### config.mk
export PLATFORM = sky130hd
export DESIGN_NAME = simp_bus_bridge
export DESIGN_NICKNAME = d
export VERILOG_FILES = /design/src/rtl/simp_bus_pkg.sv /design/src/rtl/simp_bus_lane_sel.sv /design/src/rtl/simp_bus_bridge.sv
export SDC_FILE = /design/constraint.sdc
export NUM_CORES = 1
export LEC_CHECK = 0
export CORE_MARGIN = 10
export CORE_UTILIZATION = 34
export CTS_CLUSTER_DIAMETER = 100
export CTS_CLUSTER_SIZE = 10
export DETAILED_ROUTE_END_ITERATION = 8
export DONT_BUFFER_PORTS = 1
export GPL_TIMING_DRIVEN = 0
export SLEW_MARGIN = 30
export SYNTH_ARGS = -nofsm -noshare
export SYNTH_HDL_FRONTEND = slang
export SYNTH_HIERARCHICAL = 1
export SYNTH_SLANG_ARGS = --single-unit
### constraint.sdc
create_clock -name clk -period 2.9 [get_ports clk]
set_input_delay 0.145 -clock clk [delete_from_list [all_inputs] [get_ports clk]]
set_output_delay 0.145 -clock clk [all_outputs]
set_load 0.02 [all_outputs]
### src/rtl/simp_bus_pkg.sv
// simp_bus_pkg: shared types and constants for the simple-bus bridge.
//   state_t     : bridge FSM states (IDLE, BEAT, RESP)
//   SB_LANES    : byte lanes per CPU word
//   LANE_IDX_W  : width of a lane index
//   BYTE_W      : width of one peripheral beat
package simp_bus_pkg;

   typedef enum logic [1:0] {
      IDLE = 2'd0,
      BEAT = 2'd1,
      RESP = 2'd2
   } state_t;

   localparam int SB_LANES   = 4;
   localparam int LANE_IDX_W = 2;
   localparam int BYTE_W     = 8;

endpackage

### src/rtl/simp_bus_lane_sel.sv
// simp_bus_lane_sel: combinational finder for the next lane to service.
// Ports:
//   mask     in  byte-lane enables
//   idx      in  lane just serviced (ignored when first = 1)
//   first    in  1 = search from lane 0, 0 = search above idx
//   next_idx out lowest qualifying set lane
//   found    out a qualifying lane exists
module simp_bus_lane_sel
   import simp_bus_pkg::*;
(
   input  logic [SB_LANES-1:0]   mask,
   input  logic [LANE_IDX_W-1:0] idx,
   input  logic                  first,
   output logic [LANE_IDX_W-1:0] next_idx,
   output logic                  found
);

   always_comb begin
      found    = 1'b0;
      next_idx = '0;
      for (int i = 0; i < SB_LANES; i++) begin
         if (!found && mask[i] && (first || (LANE_IDX_W'(i) > idx))) begin
            found    = 1'b1;
            next_idx = LANE_IDX_W'(i);
         end
      end
   end

endmodule

### src/rtl/simp_bus_bridge.sv
// simp_bus_bridge: initiator side of the 8-bit simple peripheral bus.
// Splits 32-bit CPU commands into one-byte beats and reassembles read data.
// Ports:
//   clk, rst_n                       clock, async active-low reset
//   cmd_valid/cmd_ready              command handshake
//   cmd_wr, cmd_addr, cmd_data,
//   cmd_mask                         command fields (addr[1:0] ignored)
//   rsp_valid, rsp_data              one-cycle read response
//   sb_adr, sb_din, sb_wr_en         registered peripheral drive
//   sb_dout                          combinational peripheral read byte
// Build option: define SIMP_BUS_RD_ALL_EN to make every read fetch all
// four lanes regardless of cmd_mask (writes still follow the mask).
module simp_bus_bridge
   import simp_bus_pkg::*;
#(
   parameter int ADDR_W   = 32,
   parameter int SB_ADR_W = 3
) (
   input  logic                clk,
   input  logic                rst_n,
   input  logic                cmd_valid,
   output logic                cmd_ready,
   input  logic                cmd_wr,
   input  logic [ADDR_W-1:0]   cmd_addr,
   input  logic [31:0]         cmd_data,
   input  logic [3:0]          cmd_mask,
   output logic                rsp_valid,
   output logic [31:0]         rsp_data,
   output logic [SB_ADR_W-1:0] sb_adr,
   output logic [7:0]          sb_din,
   input  logic [7:0]          sb_dout,
   output logic                sb_wr_en
);

   state_t                  state_reg, state_next;
   logic [SB_ADR_W-1:0]     base_reg, base_next;
   logic                    wr_reg, wr_next;
   logic [31:0]             data_reg, data_next;
   logic [SB_LANES-1:0]     mask_reg, mask_next;
   logic [LANE_IDX_W-1:0]   idx_reg, idx_next;
   logic [31:0]             rsp_data_reg, rsp_data_next;
   logic [SB_ADR_W-1:0]     sb_adr_reg, sb_adr_next;
   logic [7:0]              sb_din_reg, sb_din_next;
   logic                    sb_wr_en_reg, sb_wr_en_next;

   logic [SB_LANES-1:0]     acc_mask;
   logic [SB_LANES-1:0]     sel_mask;
   logic [LANE_IDX_W-1:0]   sel_idx;
   logic                    sel_found;
   logic [SB_ADR_W-1:0]     acc_base;

`ifdef SIMP_BUS_RD_ALL_EN
   assign acc_mask = cmd_wr ? cmd_mask : 4'b1111;
`else
   assign acc_mask = cmd_mask;
`endif

   // Word-aligned peripheral base; the lane index fills the low two bits.
   assign acc_base = cmd_addr[SB_ADR_W-1:0] & ~SB_ADR_W'(3);

   // One finder serves both the accept search and the per-beat search.
   assign sel_mask = (state_reg == IDLE) ? acc_mask : mask_reg;

   simp_bus_lane_sel u_lane_sel (
      .mask     (sel_mask),
      .idx      (idx_reg),
      .first    (state_reg == IDLE),
      .next_idx (sel_idx),
      .found    (sel_found)
   );

   always_ff @(posedge clk or negedge rst_n) begin
      if (!rst_n) begin
         state_reg    <= IDLE;
         base_reg     <= '0;
         wr_reg       <= 1'b0;
         data_reg     <= '0;
         mask_reg     <= '0;
         idx_reg      <= '0;
         rsp_data_reg <= '0;
         sb_adr_reg   <= '0;
         sb_din_reg   <= '0;
         sb_wr_en_reg <= 1'b0;
      end else begin
         state_reg    <= state_next;
         base_reg     <= base_next;
         wr_reg       <= wr_next;
         data_reg     <= data_next;
         mask_reg     <= mask_next;
         idx_reg      <= idx_next;
         rsp_data_reg <= rsp_data_next;
         sb_adr_reg   <= sb_adr_next;
         sb_din_reg   <= sb_din_next;
         sb_wr_en_reg <= sb_wr_en_next;
      end
   end

   always_comb begin
      state_next    = state_reg;
      base_next     = base_reg;
      wr_next       = wr_reg;
      data_next     = data_reg;
      mask_next     = mask_reg;
      idx_next      = idx_reg;
      rsp_data_next = rsp_data_reg;
      sb_adr_next   = sb_adr_reg;
      sb_din_next   = sb_din_reg;
      sb_wr_en_next = 1'b0;
      case (state_reg)
         IDLE: begin
            if (cmd_valid) begin
               base_next = acc_base;
               wr_next   = cmd_wr;
               data_next = cmd_data;
               mask_next = acc_mask;
               if (!cmd_wr)
                  rsp_data_next = '0;
               if (sel_found) begin
                  // Drive the first beat's bus values on the entry edge.
                  state_next    = BEAT;
                  idx_next      = sel_idx;
                  sb_adr_next   = acc_base | SB_ADR_W'(sel_idx);
                  sb_din_next   = cmd_data[{sel_idx, 3'b000} +: 8];
                  sb_wr_en_next = cmd_wr;
               end else begin
                  state_next = cmd_wr ? IDLE : RESP;
               end
            end
         end
         BEAT: begin
            if (!wr_reg)
               rsp_data_next[{idx_reg, 3'b000} +: 8] = sb_dout;
            if (sel_found) begin
               idx_next      = sel_idx;
               sb_adr_next   = base_reg | SB_ADR_W'(sel_idx);
               sb_din_next   = data_reg[{sel_idx, 3'b000} +: 8];
               sb_wr_en_next = wr_reg;
            end else begin
               state_next = wr_reg ? IDLE : RESP;
            end
         end
         RESP: begin
            state_next = IDLE;
         end
         default: begin
            state_next = IDLE;
         end
      endcase
   end

   assign cmd_ready = (state_reg == IDLE);
   assign rsp_valid = (state_reg == RESP);
   assign rsp_data  = rsp_data_reg;
   assign sb_adr    = sb_adr_reg;
   assign sb_din    = sb_din_reg;
   assign sb_wr_en  = sb_wr_en_reg;

endmodule

# == Yosys cells after proc, flatten, opt, wreduce, memory -nomap -nowiden ==
# Index checks and enable logic that the tools add are counted.
# totals
regBits,86
latchBits,0
mem_bits_rw,0
romBits,0
in_bits,80
out_inout_bits,46
word_cells,84
mem_count,0
# classes
n_addsub,1
mul,0
n_div,0
n_lt_le_gt_ge,4
n_eq_ne,8
shift,4
muxes,34
bitwise,2
reduce_logical,21
# ops
cell,count
two-way mux 32 bit,3
one-hot mux 32 bit (2 select lines),1
indexed part select 32 x 6 -> 8 bit,2
bitwise mux 32 bit,1
"variable shift 8 x 7 -> 32 bit, first input constant",1
indexed part select 8 x 7 -> 32 bit,1
two-way mux 8 bit,3
two-way mux 2 bit,9
one-hot mux 8 bit (2 select lines),1
"!= test 2 bit, second input constant",6
two-way mux 3 bit,3
two-way mux 1 bit,8
one-hot mux 2 bit (2 select lines),2
AND reduction 4 bit,2
logical AND 1 bit,7
negator 5 -> 7 bit,1
OR 3 x 2 -> 3 bit,2
one-hot mux 3 bit (2 select lines),1
AND reduction 2 bit,3
"greater-than comparator 1 x 2 -> 1 bit, first input constant",2
"greater-than comparator 2 bit, first input constant",2
logical OR 1 bit,4
two-way mux 4 bit,1
logical NOT 1 bit,3
5 further kinds,5

# == Longest topological paths before layout ==
# Gate-level depths: netlist of the first run.
# logic_depth
word_depth,20
mapped_depth,12
mapped_depth_nobuf,10

# == Modules after synthesis ==
# Netlist of the first run, hierarchy kept.
# by_module_without_submodules
module,n_inst,cells_per_inst,area_each_um2,seq_area_each_um2
simp_bus_bridge,1,322,4078.9,2152.1
simp_bus_lane_sel,1,14,87.6,0.0

# == Least setup slack after synthesis of the first run ==
# OpenSTA, ideal clock, no wires.
# synth_timing
kind,register -> register
from,reg state_reg[1]
to,reg sb_din_reg[4] (netlist: sb_din[4])
setup_time_ns,0.092
arrival_ns,2.413
required_ns,2.808
path_slack_ns,0.395
stages_incl_launch_ff,10
n_path_buf,2
period_less_slack_ns,2.505
cell_sequence,dfrtp_1 -> buf_4 -> nor2_4 -> mux2_2 -> o32a_1 -> o32ai_1 -> nand2b_1 -> clkbuf_1 -> o22ai_1 -> o31ai_2
# synth_between
word_cells_on_any_way,35
classes_between,4 x eq/ne; 2 x shift; 12 x mux; 17 x reduce/logical
# synth_rtl
item,line,rtl
start: declaration,simp_bus_bridge.sv:35,"state_t state_reg, state_next;"
start signal: assignment,simp_bus_bridge.sv:85,state_reg <= state_next;
logical NOT 2 bit *,n/a,
via cmd_ready,simp_bus_bridge.sv:22,"output logic cmd_ready,"
two-way mux 4 bit *,simp_bus_bridge.sv:62,assign sel_mask = (state_reg == IDLE) ? acc_mask : mask_reg;
via sel_mask[2],simp_bus_bridge.sv:47,logic [SB_LANES-1:0] sel_mask;
logical AND 1 bit * (2 in a row),simp_bus_lane_sel.sv:22,if (!found && mask[i] && (first || (LANE_IDX_W'(i) > idx))) begin
two-way mux 1 bit,simp_bus_lane_sel.sv:22,
logical NOT 1 bit,simp_bus_lane_sel.sv:22,
logical AND 1 bit (2 in a row),simp_bus_lane_sel.sv:22,
two-way mux 2 bit,simp_bus_lane_sel.sv:22,
indexed part select 32 x 6 -> 8 bit,simp_bus_bridge.sv:123,"sb_din_next = cmd_data[{sel_idx, 3'b000} +: 8];"
two-way mux 8 bit,simp_bus_bridge.sv:118,if (sel_found) begin
two-way mux 8 bit,simp_bus_bridge.sv:111,if (cmd_valid) begin
one-hot mux 8 bit (2 select lines),simp_bus_bridge.sv:109,case (state_reg)
end signal: assignment,simp_bus_bridge.sv:93,sb_din_reg <= sb_din_next;
end: declaration,simp_bus_bridge.sv:43,"logic [7:0] sb_din_reg, sb_din_next;"
# The timed path passes the listed nets; every way through them passes the cells marked *. The select of a mux whose other input is x is not followed.
# A chain may end at the register's enable or synchronous reset.

# == Worst setup path after layout of the first run ==
# Ends and elaborated chain as after synthesis.

==> run summary, run 1 <==
Vias post-DR -> 2849
Setup TNS -> 0 ns
Setup violators final -> 0
Hold_sp -> cmd_wr
Most frequent cells in the layout -> dfrtp_1 (86), mux2_2 (48), dlygate4sd3_1 (48)
Combinational power share -> 0.494
Sw Pwr -> 0.002570 W
Asr flop ratio synth -> 1.000
Cells after synthesis -> 336
Worst Path Arrival -> 2.92 ns
Fmax -> 370.6 MHz
Critical Path Fanout Max -> 10
Fill cells -> 1110
Total number of H-tree levels -> 3
Count of final hold-check violations -> 0
Max Buffers Root-to-Sink -> 2
Max cap viols -> 0
Final worst-path cycle share -> 0.9305
Cell Rows -> 40
Crit start category -> flip-flop
Post-layout util -> 0.4281
Top Ports -> 126
Initial antenna violation count -> 0
Die area -> 17080 µm²
CP peak stage delay -> 0.40 ns
Gr usage total -> 0.1282
Commonest non-fill, non-tap cell in the layout -> dfrtp_1
Final worst slack -> 0.2015 ns
Syn avg cell area -> 12.40 µm²
RSZ-0062 raised after global routing -> no
Vias in the first global route -> 3001
Reg-to-reg startpoint -> state_reg[1]$_DFFE_PN0P_
Worst Clk Skew -> 0.007237 ns
YS warnings -> 6
Total gr overflow -> 0
CTS tree -> done
Sequential share of the synthesized area -> 0.5165
Post-DP HPWL -> 7800 µm
Hold Crit Class -> in2reg
Area of the multi-input gates -> 1814 µm²
Switching Share -> 0.4064
PwrDens -> 1230 nW/µm²
Flops & latches, synth -> 86
Post-synth EDFFs -> 0
Worst reg2reg path depth -> 9
Register area -> 2152 µm²
Slew Viols, Final -> 0
Worst setup path category -> reg2reg
Critical path startpoint -> state_reg[1]$_DFFE_PN0P_
Via-to-Cell Ratio -> 5.199
Netlist Area Pre-Place -> 4166 µm²
Remaining antenna violation count -> 0
Root Driver -> clkbuf_16
Drt first pass iters -> 4
# port buffers -> 0
Die Ht -> 130.7 µm
GPL Wtd Cong -> 0.8116
Maximum vdd drop -> 0.4748 mV
DRT iter0 DRCs -> 166
Critical-path cell list -> buf_4, nor2_4, mux2_2, o32a_1, o32ai_2, nor2b_1, clkbuf_2, a32o_1, o31ai_2
Initial Util -> 0.3469
Internal power -> 0.003754 W
Die width -> 130.7 µm
Required @ worst endpoint -> 3.12 ns
Cell variety after synth -> 44
Dpl ws -> -0.04269 ns
Flop pwr share -> 0.338
Syn nets -> 421
Clk slew on worst S/H paths -> 0.06 ns
Avg WL per Cell -> 19.77 µm
Slew margin rel. -> 0.6578
Synth Flop Type -> dfrtp_1
P_leak -> 2.259 nW
First-pass GRT wire length -> 16880 µm
Post-Route WL -> 10840 µm
Clock Sinks -> 86
Clock Latency Late Sink -> 0.34 ns
Layout Area Growth over Synthesis -> 23.42%
Final nets -> 480
Worst hold path depth -> 2
DRC errors left -> 0
Layout cells sized above 1 -> 0.2525
Largest net degree at the start of global routing -> 87
Total core area -> 12010 µm²
Least-Margin Pin Slew -> 0.5114 ns
Status -> finished, final reports clean
Slowest-stage cell, CP -> mux2_2
CTS buffer count -> 9
Crit. End Element -> flip-flop
Clock share of power -> 0.169
Minimum clock period -> 2.698 ns
==> what timing repair did <==
action	CTS	global route
resized for setup	1	2
buffers inserted	0	0
hold buffers	49	0
hold endpoints to repair	158	0
endpoints found under the setup margin	8	8
==> power by group through the flow <==
stage	sequential, W	clock (W)	combinational, W
after CTS	0.00214	0.00109	0.00314
after global routing	0.00219	0.00115	0.00343
after detailed placement	0.00217	0	0.00302
final	0.00214	0.00107	0.00312
after floorplan	0.00203	0	0.00249
after global placement	0.00214	0	0.00296
==> area by class of cell <==
| type | instances | share of cell area |
|---|---|---|
| antenna | 1 | 0.0004866 |
| clock inverter | 7 | 0.009489 |
| inverter | 13 | 0.009732 |
| multi-input combinational | 217 | 0.3528 |
| timing repair buffer | 49 | 0.09878 |
| tap | 147 | 0.03577 |
| sequential | 86 | 0.4185 |
| buffer | 19 | 0.03066 |
| clock buffer | 9 | 0.04380 |
==> cell usage after synthesis, types with 4 or more instances <==
| library cell | instances | area [µm²] |
|---|---|---|
| dfrtp_1 | 86 | 2152 |
| mux2_2 | 48 | 540.5 |
| nand2_1 | 34 | 127.6 |
| a22o_1 | 24 | 210.2 |
| inv_1 | 11 | 41.29 |
| o21ai_0 | 11 | 55.05 |
| mux2_1 | 10 | 112.6 |
| mux2i_1 | 9 | 90.09 |
| a32o_1 | 8 | 80.08 |
| nand3_1 | 8 | 40.04 |
| o22ai_1 | 8 | 50.05 |
| o31ai_2 | 8 | 100.1 |
| buf_4 | 7 | 52.55 |
| nor2_1 | 7 | 26.28 |
| buf_6 | 5 | 56.30 |
| ha_1 | 5 | 62.56 |
| nand3b_1 | 5 | 37.54 |
| buf_2 | 4 | 20.02 |
| nand2b_1 | 4 | 25.02 |
==> worst paths after layout <==
path	slack (ns)	end
max in group asynchronous	2.17	rsp_data[5]$_DFFE_PN0P_
setup / recovery	0.20	sb_din[4]$_DFFE_PN0P_
setup reg to reg	0.20	sb_din[4]$_DFFE_PN0P_
hold reg to reg	0.48	mask_reg[1]$_DFFE_PN0P_
hold / removal	0.08	state_reg[1]$_DFFE_PN0P_
min in group asynchronous	0.39	data_reg[16]$_DFFE_PN0P_
==> critical path, delay by kind of cell (launching register included) <==
| kind | cells | cell delay, ns |
|---|---|---|
| compound gates | 4 | 0.92 |
| simple gates | 2 | 0.48 |
| buf+inv | 2 | 0.40 |
| mux | 1 | 0.40 |
| flops | 1 | 0.39 |
==> stage by stage <==
step	area, µm²	std cells	total power (W)	hold WS [ns]
2_1_floorplan	4167	336	0.004521	-0.1506
3_3_place_gp	4350	483	0.005097	-0.1473
3_5_place_dp	4350	483	0.005185	-0.1484
4_1_cts	5140	548	0.006380	0.08513
5_1_grt	5140	547	0.006763	0.09097
6_report	5142	548	0.006324	0.08476
==> metal layers <==
metal	up-vias	wire length (µm)	GRT usage	part of all wire
met5	-	0	0	0
met4	0	232	0.05690	0.021
met3	18	654	0.04069	0.060
met2	62	5395	0.2090	0.50
met1	1426	4553	0.1520	0.42
li1	1343	-	-	-
==> cells by family (layout without fill, tap and decap cells) <==
family	Yosys count	count (layout)	synth area share
flip-flops	86	86	0.5165
AND/OR/NAND/NOR	73	73	0.09550
AO/OA/AOI/OAI	72	72	0.1441
multiplexers	67	67	0.1784
buffers and inverters	33	97	0.05045
adder cells (fa/ha/maj)	5	5	0.01502
other	0	1	0
No activity file was read; power rests on OpenSTA's default activity.
==> inputs of run 2 (changes only) <==
- GPL_TIMING_DRIVEN: 0 -> unset
==> run 2 against run 1 <==
Effect of this change:
- non-clock buffer count shrank 12
- first-iteration DRC count down 12%
- critical path depth decreased by 2
- power rose by 0.16%
- sequential power hardly changed
- die area is the same
- cell count fell by 2.4%
- critical path type unchanged
- largest power group unchanged
==> run summary, run 2 (synthesis results as in run 1) <==
Worst hold path depth -> 2
Die Ht -> 130.7 µm
Non-Filler Instances -> 535
Gr usage total -> 0.1273
Setup violators final -> 0
Least-Margin Pin Slew -> 0.5311 ns
Worst Clk Skew -> 0.006535 ns
Hold Slack -> 0.08566 ns
CTS buffer count -> 9
RSZ-0062 raised after global routing -> no
Vias post-DR -> 2858
Clock Latency Late Sink -> 0.33 ns
Post-DP HPWL -> 7371 µm
Cell Rows -> 40
Maximum vdd drop -> 0.4405 mV
ANT cells -> 0
CTS tree -> done
Final worst-path cycle share -> 0.9035
Die width -> 130.7 µm
Post-Route WL -> 10680 µm
DRC errors left -> 0
Layout cells sized above 1 -> 0.2294
Total number of H-tree levels -> 3
Dpl ws -> 0.1713 ns
Final nets -> 468
Crit start category -> flip-flop
GPL Wtd Cong -> 0.8126
Total core area -> 12010 µm²
Commonest non-fill, non-tap cell in the layout -> dfrtp_1
P_leak -> 2.219 nW
DRT iter0 DRCs -> 146
Setup TNS -> 0 ns
Hold Crit Class -> in2reg
Worst setup path category -> reg2reg
Top Ports -> 126
Placed insts -> 470
Clk slew on worst S/H paths -> 0.06 ns
Worst Path Arrival -> 2.83 ns
Critical Path Fanout Max -> 9
Layout Area Growth over Synthesis -> 21.83%
# port buffers -> 0
Minimum clock period -> 2.620 ns
Count of final hold-check violations -> 0
Avg WL per Cell -> 19.96 µm
Clock Sinks -> 86
Most frequent cells in the layout -> dfrtp_1 (86), mux2_2 (48), dlygate4sd3_1 (48)
Crit. End Element -> flip-flop
First-pass GRT wire length -> 17050 µm
Initial Util -> 0.3469
Status -> finished, final reports clean
Root Driver -> clkbuf_16
Total gr overflow -> 0
Remaining antenna violation count -> 0
Initial antenna violation count -> 0
Largest net degree at the start of global routing -> 87
Vias in the first global route -> 2992
Fmax -> 381.7 MHz
Required @ worst endpoint -> 3.11 ns
Worst reg2reg path depth -> 7
Max Buffers Root-to-Sink -> 2
Slew Viols, Final -> 0
Via-to-Cell Ratio -> 5.342
Drt first pass iters -> 4
Final worst slack -> 0.2798 ns
Die area -> 17080 µm²
Slew margin rel. -> 0.6448
Post CTS Setup Buffer Count -> 0
PwrDens -> 1248 nW/µm²
Max cap viols -> 0
run 2: cell count changes in the layout (fill, tap and decap cells not counted), sizes merged:
| cell | before | now |
|---|---|---|
| diode | 1 | 0 |
| buf | 19 | 8 |
| bufinv | 0 | 2 |
| clkinvlp | 4 | 2 |
| clkbuf | 10 | 9 |
run 2: metal layers:
layer	wire length [µm]	GRT usage	up-vias
li1	-	-	1314
met1	4368	0.1581	1435
met2	5472	0.2105	97
met3	693	0.03223	12
met4	142	0.04382	0
met5	0	0	-
run 2: layout make-up:
type / instances / area (µm²)
clock buffer: 9 / 225.2
clock inverter: 7 / 97.59
fill: 1136 / 6935
inverter: 13 / 50.05
multi-input combinational: 217 / 1807
sequential: 86 / 2152
tap: 147 / 183.9
timing repair buffer: 56 / 560.5
run 2: worst paths after layout:
check | start | to | slack, ns
worst max-delay path | state_reg[0]$_DFFE_PN0P_ | sb_din[6]$_DFFE_PN0P_ | 0.28
worst min-delay path | cmd_wr | state_reg[1]$_DFFE_PN0P_ | 0.09
worst max register to register | state_reg[0]$_DFFE_PN0P_ | sb_din[6]$_DFFE_PN0P_ | 0.28
worst min register to register | data_reg[5]$_DFFE_PN0P_ | data_reg[5]$_DFFE_PN0P_ | 0.49
max in group asynchronous | rst_n | rsp_data[1]$_DFFE_PN0P_ | 2.15
min in group asynchronous | rst_n | data_reg[19]$_DFFE_PN0P_ | 0.41
run 2: what timing repair did:
| action | in CTS | in global routing |
|---|---|---|
| hold buffers | 49 | 0 |
| hold endpoints to repair | 158 | 0 |
| endpoints found under the setup margin | 0 | 8 |
| gates resized for setup | 0 | 1 |
run 2: worst max-delay path: stages, from the launching register on:
cell and delay (ns):
dfrtp_1 0.41, nor2_4 0.24, mux2_2 0.39, o32a_1 0.33, o32ai_1 0.28, nand2_1 0.38
o22ai_1 0.36, o31ai_2 0.10
run 2: power by group:
group,switching [W],internal (W)
combinational,0.00159,0.00137
sequential,0.000471,0.00166
clock,0.000477,0.000757
run 2: metrics by stage:
stage / power (W) / utilization / instance area (µm²)
floorplan: 0.004521 / - / 4167
global placement: 0.004932 / 0.3532 / 4243
detailed placement: 0.005027 / 0.3532 / 4243
CTS: 0.006374 / 0.4224 / 5074
global route: 0.006792 / 0.4226 / 5076
finish: 0.006334 / 0.4226 / 5076
